===== config.mk =====
export PLATFORM = sky130hd
export DESIGN_NAME = restoring_divider
export DESIGN_NICKNAME = d
export VERILOG_FILES = /design/src/rtl/restoring_divider_pkg.sv /design/src/rtl/restoring_div_step.sv /design/src/rtl/restoring_divider.sv
export SDC_FILE = /design/constraint.sdc
export NUM_CORES = 1
export LEC_CHECK = 0
export BUFFER_PORTS_ARGS = -buffer_cell sky130_fd_sc_hd__buf_2
export CAP_MARGIN = 15
export CORE_MARGIN = 2
export CORE_UTILIZATION = 60
export CTS_CLUSTER_DIAMETER = 80
export DETAILED_ROUTE_END_ITERATION = 10
export PLACE_DENSITY = 0.79
export SYNTH_ARGS = -nofsm -noshare
export SYNTH_HDL_FRONTEND = slang
export SYNTH_HIERARCHICAL = 1
export SYNTH_SLANG_ARGS = --single-unit
export TNS_END_PERCENT = 10

===== constraint.sdc =====
create_clock -name Clk_i -period 12.6 [get_ports Clk_i]
set_input_delay 2.52 -clock Clk_i [delete_from_list [all_inputs] [get_ports Clk_i]]
set_output_delay 2.52 -clock Clk_i [all_outputs]
set_load 0.05 [all_outputs]

===== src/rtl/restoring_divider_pkg.sv =====
// Shared constants for the restoring divider.
//   state_t          : 2-bit FSM encoding (IDLE / CALC / DONE)
//   DBZ_QUOTIENT_BIT : fill value for the quotient of a divide-by-zero,
//                      replicated to the operand width by the user
package restoring_divider_pkg;

    typedef enum logic [1:0] {
        ST_IDLE = 2'd0,
        ST_CALC = 2'd1,
        ST_DONE = 2'd2
    } state_t;

    localparam logic DBZ_QUOTIENT_BIT = 1'b1;

endpackage


===== src/rtl/restoring_div_step.sv =====
// One restoring-division iteration, purely combinational.
// The incoming quotient bit is shifted into the partial remainder. The
// divisor is then trial-subtracted at WIDTH+1 bits. A borrow keeps the
// shifted value (restore) and yields quotient bit 0. No borrow keeps the
// difference and yields quotient bit 1.
//   i_rem   : partial remainder (always < divisor, so WIDTH bits carry it)
//   i_q_bit : dividend bit shifted in this iteration
//   i_div   : divisor
//   o_rem   : next partial remainder
//   o_q_bit : quotient bit produced by this iteration
module restoring_div_step
    import restoring_divider_pkg::*;
#(
    parameter int WIDTH = 32
) (
    input  logic [WIDTH-1:0] i_rem,
    input  logic             i_q_bit,
    input  logic [WIDTH-1:0] i_div,
    output logic [WIDTH-1:0] o_rem,
    output logic             o_q_bit
);

    logic [WIDTH:0] w_shift;
    logic [WIDTH:0] w_trial;
    logic           w_borrow;

    assign w_shift  = {i_rem, i_q_bit};
    assign w_trial  = w_shift - {1'b0, i_div};
    assign w_borrow = w_trial[WIDTH];

    // Both candidates are < divisor after selection, so the top bit is zero.
    assign o_rem   = w_borrow ? w_shift[WIDTH-1:0] : w_trial[WIDTH-1:0];
    assign o_q_bit = ~w_borrow;

endmodule


===== src/rtl/restoring_divider.sv =====
// Iterative unsigned divider. It produces one quotient bit per clock using
// the restoring_div_step datapath. A controller drives it with a
// start/done handshake.
//
//   state | meaning
//   IDLE  | waiting for Start_i, results held
//   CALC  | iterating, one quotient bit per cycle, Busy_o high
//   DONE  | single cycle, Done_o high, a new start is accepted here
//
// Ports:
//   Clk_i, Rst_i      : clock, async active-high reset
//   Start_i           : request; sampled only in IDLE or DONE
//   Dividend_i        : numerator, captured on an accepted start
//   Divisor_i         : denominator, captured on an accepted start
//   Busy_o            : high while in CALC
//   Done_o            : one-cycle pulse when the results are valid
//   Quotient_o        : quotient, held until the next completion
//   Remainder_o       : remainder, held until the next completion
//   DivByZero_o       : the last accepted operation had a zero divisor
module restoring_divider
    import restoring_divider_pkg::*;
#(
    parameter int WIDTH = 32,
    parameter int CNT_W = $clog2(WIDTH + 1)
) (
    input  logic             Clk_i,
    input  logic             Rst_i,
    input  logic             Start_i,
    input  logic [WIDTH-1:0] Dividend_i,
    input  logic [WIDTH-1:0] Divisor_i,
    output logic             Busy_o,
    output logic             Done_o,
    output logic [WIDTH-1:0] Quotient_o,
    output logic [WIDTH-1:0] Remainder_o,
    output logic             DivByZero_o
);

    state_t           r_state;
    logic [CNT_W-1:0] r_cnt;
    logic [WIDTH-1:0] r_q;
    logic [WIDTH-1:0] r_rem;
    logic [WIDTH-1:0] r_div;
    logic             r_busy;
    logic             r_done;
    logic [WIDTH-1:0] r_quot_out;
    logic [WIDTH-1:0] r_rem_out;
    logic             r_dbz;

    logic [WIDTH-1:0] w_rem_next;
    logic             w_q_bit;

    restoring_div_step #(
        .WIDTH (WIDTH)
    ) u_step (
        .i_rem   (r_rem),
        .i_q_bit (r_q[WIDTH-1]),
        .i_div   (r_div),
        .o_rem   (w_rem_next),
        .o_q_bit (w_q_bit)
    );

    always_ff @(posedge Clk_i or posedge Rst_i) begin
        if (Rst_i) begin
            r_state    <= ST_IDLE;
            r_cnt      <= '0;
            r_q        <= '0;
            r_rem      <= '0;
            r_div      <= '0;
            r_busy     <= 1'b0;
            r_done     <= 1'b0;
            r_quot_out <= '0;
            r_rem_out  <= '0;
            r_dbz      <= 1'b0;
        end else begin
            r_done <= 1'b0;
            case (r_state)
                ST_IDLE, ST_DONE: begin
                    r_state <= ST_IDLE;
                    r_busy  <= 1'b0;
                    if (Start_i) begin
                        if (Divisor_i == '0) begin
                            // Zero divisor completes at once, no iterations.
                            r_state    <= ST_DONE;
                            r_done     <= 1'b1;
                            r_quot_out <= {WIDTH{DBZ_QUOTIENT_BIT}};
                            r_rem_out  <= Dividend_i;
                            r_dbz      <= 1'b1;
                        end else begin
                            r_state <= ST_CALC;
                            r_busy  <= 1'b1;
                            r_div   <= Divisor_i;
                            r_q     <= Dividend_i;
                            r_rem   <= '0;
                            r_cnt   <= CNT_W'(WIDTH);
                        end
                    end
                end
                ST_CALC: begin
                    r_q   <= {r_q[WIDTH-2:0], w_q_bit};
                    r_rem <= w_rem_next;
                    r_cnt <= r_cnt - CNT_W'(1);
                    if (r_cnt == CNT_W'(1)) begin
                        r_state    <= ST_DONE;
                        r_busy     <= 1'b0;
                        r_done     <= 1'b1;
                        r_quot_out <= {r_q[WIDTH-2:0], w_q_bit};
                        r_rem_out  <= w_rem_next;
                        r_dbz      <= 1'b0;
                    end
                end
                default: begin
                    r_state <= ST_IDLE;
                    r_busy  <= 1'b0;
                end
            endcase
        end
    end

    assign Busy_o      = r_busy;
    assign Done_o      = r_done;
    assign Quotient_o  = r_quot_out;
    assign Remainder_o = r_rem_out;
    assign DivByZero_o = r_dbz;

endmodule


Word level (Yosys, flattened, before mapping). Index checks and enable logic that the tools add are counted.

RAM bits: 0. Input port bits: 67. Bits in latches: 0. Output and inout bits: 67. Memories kept: 0. Register bits: 171. Bits in read-only memories: 0.

Magnitude comparators: 0. Bitwise operators: 2. Shifts and indexed selects: 0. Add/subtract/negate cells: 2. Multiply operators: 0. Divide/modulo/power cells: 0. Equal/unequal tests: 7. Muxes and demuxes: 33. Reduce and logical (&&, ||, !) cells: 7.

Operators by type and width (number): two-way mux 32 bit (11); case mux 32 bit (2 select lines) (4); subtractor 33 x 32 -> 33 bit (1); logical NOT 32 bit (1); two-way mux 6 bit (2); case mux 6 bit (2 select lines) (1); two-way mux 1 bit (8); inequality test 2 bit, second input constant (4); == test 6 x 1 -> 1 bit, second input constant (1); two-way mux 2 bit (3); case mux 1 bit (2 select lines) (3); AND reduction 3 bit (2); subtractor 6 x 1 -> 6 bit, second input constant (1); case mux 2 bit (2 select lines) (1); AND reduction 4 bit (1); == test 2 x 1 -> 1 bit, second input constant (1); == test 2 bit, second input constant (1); logical NOT 2 bit (1); inverter 1 bit (2); nonzero test 2 bit (1); OR reduction 2 bit (1).

Logic depth before layout (Yosys ltp). Gate-level depths: netlist of run 1.

Depth after elaboration: 4. Mapped depth: 19. Depth with buffers taken out: 17.

Cells and area by module. The synthesis of run 1 kept the hierarchy.

Modules (own cells, without submodules): restoring_divider (area an instance 8240.4 um2, cells each 862, times used 1); restoring_div_step (area an instance 2358.5 um2, cells each 305, times used 1).

Least setup slack after synthesis of run 1. No wires, ideal clock.

Path kind: in2reg. Start point: in Divisor_i[4]. End point: reg r_rem[0]. Slack: 8.559 ns. Cell stages on the path: 7. Data arrival time: 3.900 ns. Cell sequence: nor4_1 > and4_1 > buf_2 > a21oi_2 > clkbuf_1 > buf_1 > o22ai_1.

Longest elaborated chain between the ends: 3.

RTL lines: from (decl) (line restoring_divider.sv:30) `input logic [WIDTH-1:0] Divisor_i,`; logical NOT 32 bit (line restoring_divider.sv:81) `if (Divisor_i == '0) begin`; inequality test 2 bit (no line); AND reduction 3 bit (no line); to (signal assigned) (line restoring_divider.sv:100) `r_rem <= w_rem_next;`; to (decl) (line restoring_divider.sv:41) `logic [WIDTH-1:0] r_rem;`.

Every way passes these cells. A chain may end at the register's enable or synchronous reset.

Final worst setup path of run 1.
Start point: in Divisor_i[16]. End point: reg r_div[13].

Longest elaborated chain between the ends: 3.

RTL lines: logical NOT 32 bit (line restoring_divider.sv:81); inverter 1 bit (no line); AND reduction 3 bit (no line); to (signal assigned) (line restoring_divider.sv:91) `r_div <= Divisor_i;`; to (decl) (line restoring_divider.sv:42) `logic [WIDTH-1:0] r_div;`.

Every way passes these cells.

==> impl_results.md, run 1 <==
- Multi-input logic area: 5580 um2
- Fmax: 223 MHz
- Nature of the critical path endpoint: flop
- EDFF count, synth: 0
- CTS sink cnt: 170
- CTS Buffer Depth: 2
- Placed Cells: 1439
- Asr flop ratio synth: 100%
- Die ar.: 18700 um2
- GP Congestion: 0.890
- Top FF cell, synth: dfrtp_1
- Initial antenna violation count: 0
- Setup TNS: 0 ns
- Cts bufs inserted: 17
- First-pass GRT wire length: 43100 um
- Worst hold slack: 0.506 ns
- Setup Viol. Count Final: 0
- Count of state elements after synthesis: 170
- Reg area: 4250 um2
- Syn Inst Count: 1167
- Setup Skew: 0.0160 ns
- Slew Viols, Final: 0
- Ports: 134
- Fin cells: 1472
- Detailed Route Iter0 Violations: 912
- Antenna-violating nets left: 0
- Via density: 6.23
- Net Sw Frac: 46.2%
- Switching Power: 1840 uW
- Power per cell area: 337 nW/um2
- P_leak: 0.00521 uW
- Drt total wl: 26600 um
- ANT cells: 0
- WL/cell: 18.1 um
- Pint: 2140 uW
- Crit share post-route: 35.5%
- Worst-skew pair later-pin latency: 0.44 ns
- DRC: 0
- # rows: 48
- Layout cells sized above 1: 20.7%
- Hold Path Class: flop to flop
- Sequential cell fraction of total power: 24.0%
- RSZ-0062 raised after global routing: no
- Core box area: 17300 um2
- PortBufs: 133
- CP required: 12.91 ns
- Total track usage: 28.6%
- Combinational share of power: 62.6%
- Die height: 137 um
- Maximum vdd drop: 0.228 mV
- End-of-flow core utilization: 68.2%
- Worst EP arrival: 4.78 ns
- Status: finished clean
- Layout area overhead: 11.3%
- Post-Syn Area: 10600 um2
- CTS Root Cell: clkbuf_16
- Synth cell types: 69
- CTS tree: yes
- Number of hold violations in the final report: 0
- Worst-path clk slew: 0.07 ns
- Setup slack after layout: 8.12 ns
- Syn nets: 1269
- TritonRoute pass-1 iters: 5
- GRT Residual Overflow: 0
- Synth Warn #: 6
- # fillers: 1408
- Startpoint types: input port
- Postcts setup bufs: 0
- Clock power share: 13.4%
- Die span in x: 137 um
- Crit path kind: input port to flop
- Slew @ Worst Pin: 1.09 ns
- Nets@finish: 1336
- Sequential area share after synthesis: 40.1%
- Largest net degree at the start of global routing: 106
- H-tree levels: 4
- Max_slew headroom: 27.1%
- Vias: 9164
- Max-cap violations: 0
- Pre-CTS setup slack: 7.72 ns
- Resize count post-CTS: 0
- Post-CTS Hold Fix Bufs: 0
- Final Critical Period: 4.48 ns
- Crit path max fanout: 56
- Initial Utilization: 61.3%
- Vias in the first global route: 8419
- Hpwl dp: 17700 um
- Avg Cell Area, Syn: 9.08 um2
[area by class of cell]
| cell class | instances | area share [%] |
|---|---|---|
| Tap cell | 225 | 2.39 |
| Inverter | 71 | 2.36 |
| Timing Repair Buffer | 148 | 6.83 |
| Sequential cell | 170 | 36.1 |
| Multi-Input combinational cell | 826 | 47.3 |
| Clock inverter | 13 | 1.25 |
| Clock buffer | 19 | 3.84 |
[cells in the final DEF, fill, tap and decap left out, drive strengths merged, types with 41 or more instances in the layout]
cell | Yosys | layout
dfrtp | 170 | 170
buf | 27 | 148
nor2 | 111 | 111
nand3 | 80 | 80
inv | 71 | 80
a21oi | 61 | 61
nand2 | 60 | 60
mux2 | 55 | 55
o21ai | 53 | 53
nor4 | 41 | 41
[synthesized netlist by cell type, drive strengths merged, types with 4 or more instances]
cell	instances	area, um2
buf	27	236
or3	4	25.0
clkbuf	71	267
inv	71	274
o21a	7	52.6
nand3	80	400
o211ai	33	253
o311a	33	330
a21oi	61	317
xnor2	13	114
and3b	32	280
nand2b	36	225
a21o	18	136
mux2	55	691
nor4	41	257
o21bai	4	30.0
nor2b	4	25.0
dfrtp	170	4250
nand4	7	43.8
nor2	111	424
nand2	60	225
and3	7	45.1
o22ai	34	213
xor2	15	131
o2111ai	5	50.0
ha	34	425
o21ai	53	265
a31oi	38	238
nor3	9	50.1
[cells by family after synthesis]
group | after synthesis | share of synthesized area (%)
buffers and inverters | 171 | 7.53
and+or+nand+nor | 405 | 20.0
DFF | 170 | 40.1
adders and majority gates | 35 | 4.20
AOI/OAI and AO/OA | 300 | 18.9
muxes | 58 | 6.92
xor gates and xnor gates | 28 | 2.31
[final timing paths]
check,startpoint,cells after the start,end,slack [ns]
min,r_div[7],1,r_div[7],0.51
max in group asynchronous,Rst_i,4,r_q[19],9.14
max,Divisor_i[16],7,r_div[13],8.12
max reg2reg,r_q[31],17,Remainder_o[16],8.26
min in group asynchronous,Rst_i,2,Quotient_o[1],2.24
min reg2reg,r_div[7],1,r_div[7],0.51
[power groups by stage]
stage          clock [uW]  sequential, uW  combinational [uW]
6_report              535             955                2490
5_1_grt               567             983                2700
4_1_cts               544             952                2460
3_5_place_dp            0             957                2430
3_3_place_gp            0             951                2370
2_1_floorplan           0            1090                1910
[sequential cells by signal, summed over array words and instances (netlist names)]
name / flops
r_rem: 32
r_div: 32
Quotient_o: 32
r_cnt: 6
r_q: 32
Busy_o: 1
r_state: 1
DivByZero_o: 1
Remainder_o: 32
Done_o: 1
[through the flow]
| stage | total power (uW) | area (um2) |
|---|---|---|
| 2_1_floorplan | 3010 | 10600 |
| 3_3_place_gp | 3320 | 11200 |
| 3_5_place_dp | 3390 | 11200 |
| 4_1_cts | 3960 | 11800 |
| 5_1_grt | 4250 | 11800 |
| 6_report | 3980 | 11800 |
[critical path, stage by stage]
cell	delay (ns)
buf_2	0.10
nor4_1	0.66
and4_1	0.31
buf_4	0.33
a21oi_4	0.10
buf_4	0.33
mux2_2	0.36
[routing by layer]
metal / up-vias / global-route usage, % / wire [um]
met5: - / 0 / 0
met3: 49 / 5.96 / 1850
li1: 4361 / - / -
met2: 347 / 42.8 / 12200
met4: 0 / 8.48 / 609
met1: 4407 / 41.8 / 11900
Power figures use the tool's default switching activity.
==> run 2, diff against run 1 <==
Settings changed: CORE_UTILIZATION 60 to 59, PLACE_DENSITY 0.79 to 0.78.
Clock period 12.6 ns to 4.3 ns, I/O delays scaled along.
==> impl_results.md, run 2 (same netlist as run 1, synthesis figures left out) <==
- Status: finished clean (unchanged)
- Biggest cell delay along the critical path: 0.40 ns (was 0.66 ns)
- Die span in x: 138 um (was 137 um)
- Die ar.: 19100 um2 (was 18700 um2)
- Nets@finish: 1339 (was 1336)
- Core box area: 17800 um2 (was 17300 um2)
- Placed Cells: 1447 (was 1439)
- GR Util met1: 42.5% (was 41.8%)
- Fin cells: 1479 (was 1472)
- Max_slew headroom: 34.7% (was 27.1%)
- # rows: 49 (was 48)
- Max-cap violations: 0 (unchanged)
- Hpwl dp: 18500 um (was 17700 um)
- Slew @ Worst Pin: 0.980 ns (was 1.09 ns)
- Worst-path clk slew: 0.07 ns (about the same)
- CTS Buffer Depth: 2 (unchanged)
- CTS sink cnt: 170 (unchanged)
- Slew Viols, Final: 0 (unchanged)
- RSZ-0062 raised after global routing: no (unchanged)
- Total track usage: 29.0% (was 28.6%)
- Crit path kind: flop to flop (was input port to flop)
- CP cell instances: inv_1 > ha_1 > fa_1 > and2b_1 > o2111ai_2 > a21oi_2 > o2111ai_1 > a211oi_2 > nor2_4 > mux2i_4 > and2_4 > inv_8 > mux2_4 > inv_1 > nor4_1 > a31oi_1 > nand3_1 (was buf_2 > nor4_1 > and4_1 > buf_4 > a21oi_4 > buf_4 > mux2_2)
- PortBufs: 133 (unchanged)
- Final Critical Period: 3.89 ns
- Worst EP arrival: 4.20 ns (was 4.78 ns)
- End-of-flow core utilization: 66.7% (was 68.2%)
- GP Congestion: 0.936 (was 0.890)
- Buffers and inverters on the worst path: 3 (unchanged)
- Resize count post-CTS: 0 (unchanged)
- ANT cells: 0 (unchanged)
- Layout cells sized above 1: 20.9% (was 20.7%)
- CTS Root Cell: clkbuf_16 (unchanged)
- Vias: 9299 (was 9164)
- Cts bufs inserted: 17 (unchanged)
- Commonest non-fill, non-tap cell in the layout: dfrtp_1 (unchanged)
- Fmax: 257 MHz
- P_leak: 0.00524 uW (was 0.00521 uW)
- Global routing's busiest layer: met2 (unchanged)
- Setup TNS: 0 ns (unchanged)
- Maximum vdd drop: 0.613 mV (was 0.228 mV)
- Layout area overhead: 11.9% (was 11.3%)
- Number of hold violations in the final report: 0 (unchanged)
- WL/cell: 18.8 um (was 18.1 um)
- Nature of the critical path endpoint: flop (unchanged)
- First-pass GRT wire length: 45600 um (was 43100 um)
- Startpoint types: flop (was input port)
- CP dominant cell by count: inv_1 (was buf_4)
- Drt total wl: 27800 um (was 26600 um)
- Crit share post-route: 90.5%
- Via density: 6.29 (was 6.23)
- Initial antenna violation count: 0 (unchanged)
- Ports: 134 (unchanged)
- Vias in the first global route: 8744 (was 8419)
- Largest net degree at the start of global routing: 171 (was 106)
- Die height: 138 um (was 137 um)
- H-tree levels: 4 (unchanged)
- TritonRoute pass-1 iters: 6 (was 5)
- Highest-count cells in the layout ignoring fill and taps: 170 x dfrtp_1, 133 x buf_2, 110 x nor2_1 (unchanged)
- Critical path's top delay family: compound AO/OA/AOI/OAI gates (was simple AND/OR/NAND/NOR gates)
- Post-CTS Hold Fix Bufs: 0 (unchanged)
- Power per cell area: 1000 nW/um2 (was 337 nW/um2)
- GRT Residual Overflow: 0 (unchanged)
- CP required: 4.61 ns (was 12.91 ns)
- GR met3 Demand/Resource: 6.13% (was 5.96%)
- DRC: 0 (unchanged)
- Hold Path Class: flop to flop (unchanged)
- Postcts setup bufs: 0 (unchanged)
- Initial Utilization: 59.6% (was 61.3%)
- Detailed Route Iter0 Violations: 816 (was 912)
- Setup slack, reg-to-reg: 0.41 ns (was 8.26 ns)
- CTS tree: yes (unchanged)
- Setup Skew: 0.0141 ns (was 0.0160 ns)
- Worst-skew pair later-pin latency: 0.43 ns (was 0.44 ns)
- Met2 usage: 44.6% (was 42.8%)
- Antenna-violating nets left: 0 (unchanged)
- Crit path max fanout: 25 (was 56)
- Critical path's slowest cell: fa_1 (was nor4_1)
- Setup Viol. Count Final: 0 (unchanged)
## run 2: changes by cell type in the layout (fill, tap and decap cells not counted)
cell,previous run,this run
clkinv_2,1,0
clkinv_4,0,3
buf_8,1,0
bufinv_16,1,3
buf_16,1,0
clkinv_8,1,3
buf_12,0,1
buf_4,13,17
inv_6,6,3
clkbuf_8,2,0
inv_8,5,4
## run 2: per-stage QoR
stage | hold WS, ns | power [uW] | instance area (um2) | setup WS (ns)
6_report | 0.509 | 11900 | 11900 | 0.409
5_1_grt | 0.530 | 12700 | 11900 | 0.157
4_1_cts | 0.514 | 11800 | 11900 | 0.419
3_5_place_dp | 0.496 | 9980 | 11200 | 0.451
3_3_place_gp | 0.491 | 9880 | 11200 | 0.542
2_1_floorplan | 0.479 | 8810 | 10600 | 0.740
## run 2: worst paths after layout
path | start | to | depth (start not counted)
max | r_q[31] | Remainder_o[9] | 17
min reg2reg | r_div[24] | r_div[24] | 1
min | r_div[24] | r_div[24] | 1
min in group asynchronous | Rst_i | Quotient_o[8] | 3
max in group asynchronous | Rst_i | r_div[19] | 3
max reg2reg | r_q[31] | Remainder_o[9] | 17
## run 2: area by class of cell
class | instances | area (um2)
inverters | 71 | 278
clock buffers | 17 | 425
repair buffers | 151 | 813
flip-flops and latches | 170 | 4250
fillers | 1478 | 5920
multi-input cells | 826 | 5580
clock inverters | 15 | 225
well taps | 229 | 287
## run 2: worst reg2reg max path, stage by stage, from the launching register on
cell and delay (ns):
dfrtp_1 0.38, inv_1 0.06, ha_1 0.22, fa_1 0.40
and2b_1 0.24, o2111ai_2 0.13, a21oi_2 0.20, o2111ai_1 0.20
a211oi_2 0.33, nor2_4 0.10, mux2i_4 0.31, and2_4 0.30
inv_8 0.13, mux2_4 0.32, inv_1 0.09, nor4_1 0.06
a31oi_1 0.22, nand3_1 0.09
## run 2: per-layer routing
metal / wire (um) / vias to the layer above
li1: - / 4371
met1: 12400 / 4488
met2: 12700 / 407
met3: 2210 / 33
met4: 406 / 0
met5: 0 / -
## run 2: where the power goes
part / internal, uW / leakage (uW) / switching (uW)
Clock: 950 / 0.000317 / 738
Combinational: 3130 / 0.00308 / 4270
Sequential: 2300 / 0.00184 / 495
Total: 6380 / 0.00524 / 5510
==> run 3, diff against run 2 <==
Settings changed: CORE_ASPECT_RATIO from default to 1.5, CORE_UTILIZATION 59 to 43, PLACE_DENSITY 0.78 to 0.59.
==> impl_results.md, run 3 (same netlist as run 1, synthesis figures left out) <==
- Hold Path Class: flop to flop (unchanged)
- P_leak: 0.00525 uW (was 0.00524 uW)
- GRT Residual Overflow: 0 (unchanged)
- Max_slew headroom: 38.8% (was 34.7%)
- Worst hold slack: 0.505 ns (was 0.509 ns)
- Detailed Route Iter0 Violations: 532 (was 816)
- H-tree levels: 4 (unchanged)
- Nets@finish: 1342 (was 1339)
- Drt total wl: 29500 um (was 27800 um)
- CTS sink cnt: 170 (unchanged)
- R2r worst-path depth: 17 (unchanged)
- Maximum vdd drop: 0.466 mV (was 0.613 mV)
- Slew Viols, Final: 0 (unchanged)
- Resize count post-CTS: 0 (unchanged)
- Ports: 134 (unchanged)
- Post-CTS Hold Fix Bufs: 0 (unchanged)
- Worst-skew pair later-pin latency: 0.43 ns (about the same)
- Max-cap violations: 0 (unchanged)
- Die span in x: 132 um (was 138 um)
- Fmax: 263 MHz (was 257 MHz)
- Hold Path Stages: 1 (unchanged)
- Die ar.: 25900 um2 (was 19100 um2)
- Fin area: 12000 um2 (was 11900 um2)
- Core box area: 24300 um2 (was 17800 um2)
- Die height: 196 um (was 138 um)
- CTS tree: yes (unchanged)
- Postcts setup bufs: 0 (unchanged)
- Setup TNS: 0 ns (unchanged)
- Crit path kind: flop to flop (unchanged)
- RSZ-0062 raised after global routing: no (unchanged)
- TritonRoute pass-1 iters: 5 (was 6)
- Vias: 9014 (was 9299)
- DRC: 0 (unchanged)
- Hpwl dp: 20800 um (was 18500 um)
- Status: finished clean (unchanged)
- Initial Utilization: 43.5% (was 59.6%)
- Layout area overhead: 13.1% (was 11.9%)
- Worst EP arrival: 4.12 ns (was 4.20 ns)
- Setup Skew: 0.00609 ns (was 0.0141 ns)
- Number of hold violations in the final report: 0 (unchanged)
- Slew @ Worst Pin: 0.916 ns (was 0.980 ns)
- CP required: 4.61 ns (about the same)
- Power per cell area: 975 nW/um2 (was 1000 nW/um2)
- Startpoint types: flop (unchanged)
- WL/cell: 18.7 um (was 18.8 um)
- Largest net degree at the start of global routing: 65 (was 171)
- Cts bufs inserted: 17 (unchanged)
- Antenna-violating nets left: 0 (unchanged)
- Area post-placement: 11400 um2 (was 11200 um2)
- Vias in the first global route: 8943 (was 8744)
- Nature of the critical path endpoint: flop (unchanged)
- GP Congestion: 0.887 (was 0.936)
- # rows: 70 (was 49)
- Crit share post-route: 88.6% (was 90.5%)
- Setup slack after layout: 0.492 ns (was 0.409 ns)
- Worst-path clk slew: 0.06 ns (was 0.07 ns)
- Layout cells sized above 1: 20.9% (about the same)
- PortBufs: 133 (unchanged)
- Crit path max fanout: 25 (unchanged)
- Commonest non-fill, non-tap cell in the layout: dfrtp_1 (unchanged)
- First-pass GRT wire length: 47800 um (was 45600 um)
- ANT cells: 0 (unchanged)
- Setup Viol. Count Final: 0 (unchanged)
- Final Critical Period: 3.81 ns (was 3.89 ns)
- Highest-count cells in the layout ignoring fill and taps: 170 x dfrtp_1, 133 x buf_2, 110 x nor2_1 (unchanged)
- Via density: 5.72 (was 6.29)
- CTS Root Cell: clkbuf_16 (unchanged)
- Pre-CTS setup slack: 0.505 ns (was 0.451 ns)
- Total track usage: 22.9% (was 29.0%)
- Initial antenna violation count: 1 (was 0)
- CTS Buffer Depth: 2 (unchanged)
## run 3: changes by cell type in the layout (fill, tap and decap cells not counted), sizes merged
| cell | delta |
|---|---|
| buf | +3 |
| clkinv | -2 |
| bufinv | -1 |
| clkbuf | +8 |
| inv | -6 |
## run 3: power breakdown
part	switching (uW)	internal (uW)	total [uW]
Combinational	4150	3150	7300
Sequential	483	2300	2780
Clock	639	960	1600
## run 3: metal layers
layer	part of all wire, %	vias up	track usage [%]
met2	49	200	38.9
met5	0.044	-	0
met4	3.0	2	9.20
li1	-	4384	-
met1	44	4379	29.3
met3	3.8	49	3.72
## run 3: layout make-up
type / instances / area [um2]
fillers: 2441 / 12400
multi-input cells: 826 / 5580
flip-flops and latches: 170 / 4250
repair buffers: 154 / 861
clock buffers: 25 / 526
well taps: 324 / 405
inverters: 71 / 278
clock inverters: 6 / 83.8
## run 3: final timing paths
path | slack (ns) | endpoint | start
min in group asynchronous | 0.61 | Quotient_o[2] | Rst_i
max in group asynchronous | 2.78 | r_div[18] | Rst_i
max reg2reg | 0.49 | Remainder_o[22] | r_q[31]
min | 0.50 | r_div[31] | r_div[31]
min reg2reg | 0.50 | r_div[31] | r_div[31]
max | 0.49 | Remainder_o[22] | r_q[31]
## run 3: metrics by stage
stage,instances,util [%],total power [uW]
after floorplan,1167,-,8810
after global placement,1545,46.7,10000
after detailed placement,1545,46.7,10000
after CTS,1576,49.2,11700
after global routing,1576,49.2,12600
final,1576,49.2,11700
## run 3: worst max-delay path, cell delays in order, from the launching register on
cell and delay, ns:
dfrtp_1 0.37, inv_1 0.05, ha_1 0.22, fa_1 0.40
and2b_1 0.24, o2111ai_2 0.13, a21oi_2 0.23, o2111ai_1 0.21
a211oi_2 0.32, nor2_4 0.10, mux2i_4 0.20, and2_4 0.21
inv_8 0.21, mux2_4 0.33, inv_1 0.10, nor4_1 0.06
a31oi_1 0.17, nand3_1 0.09
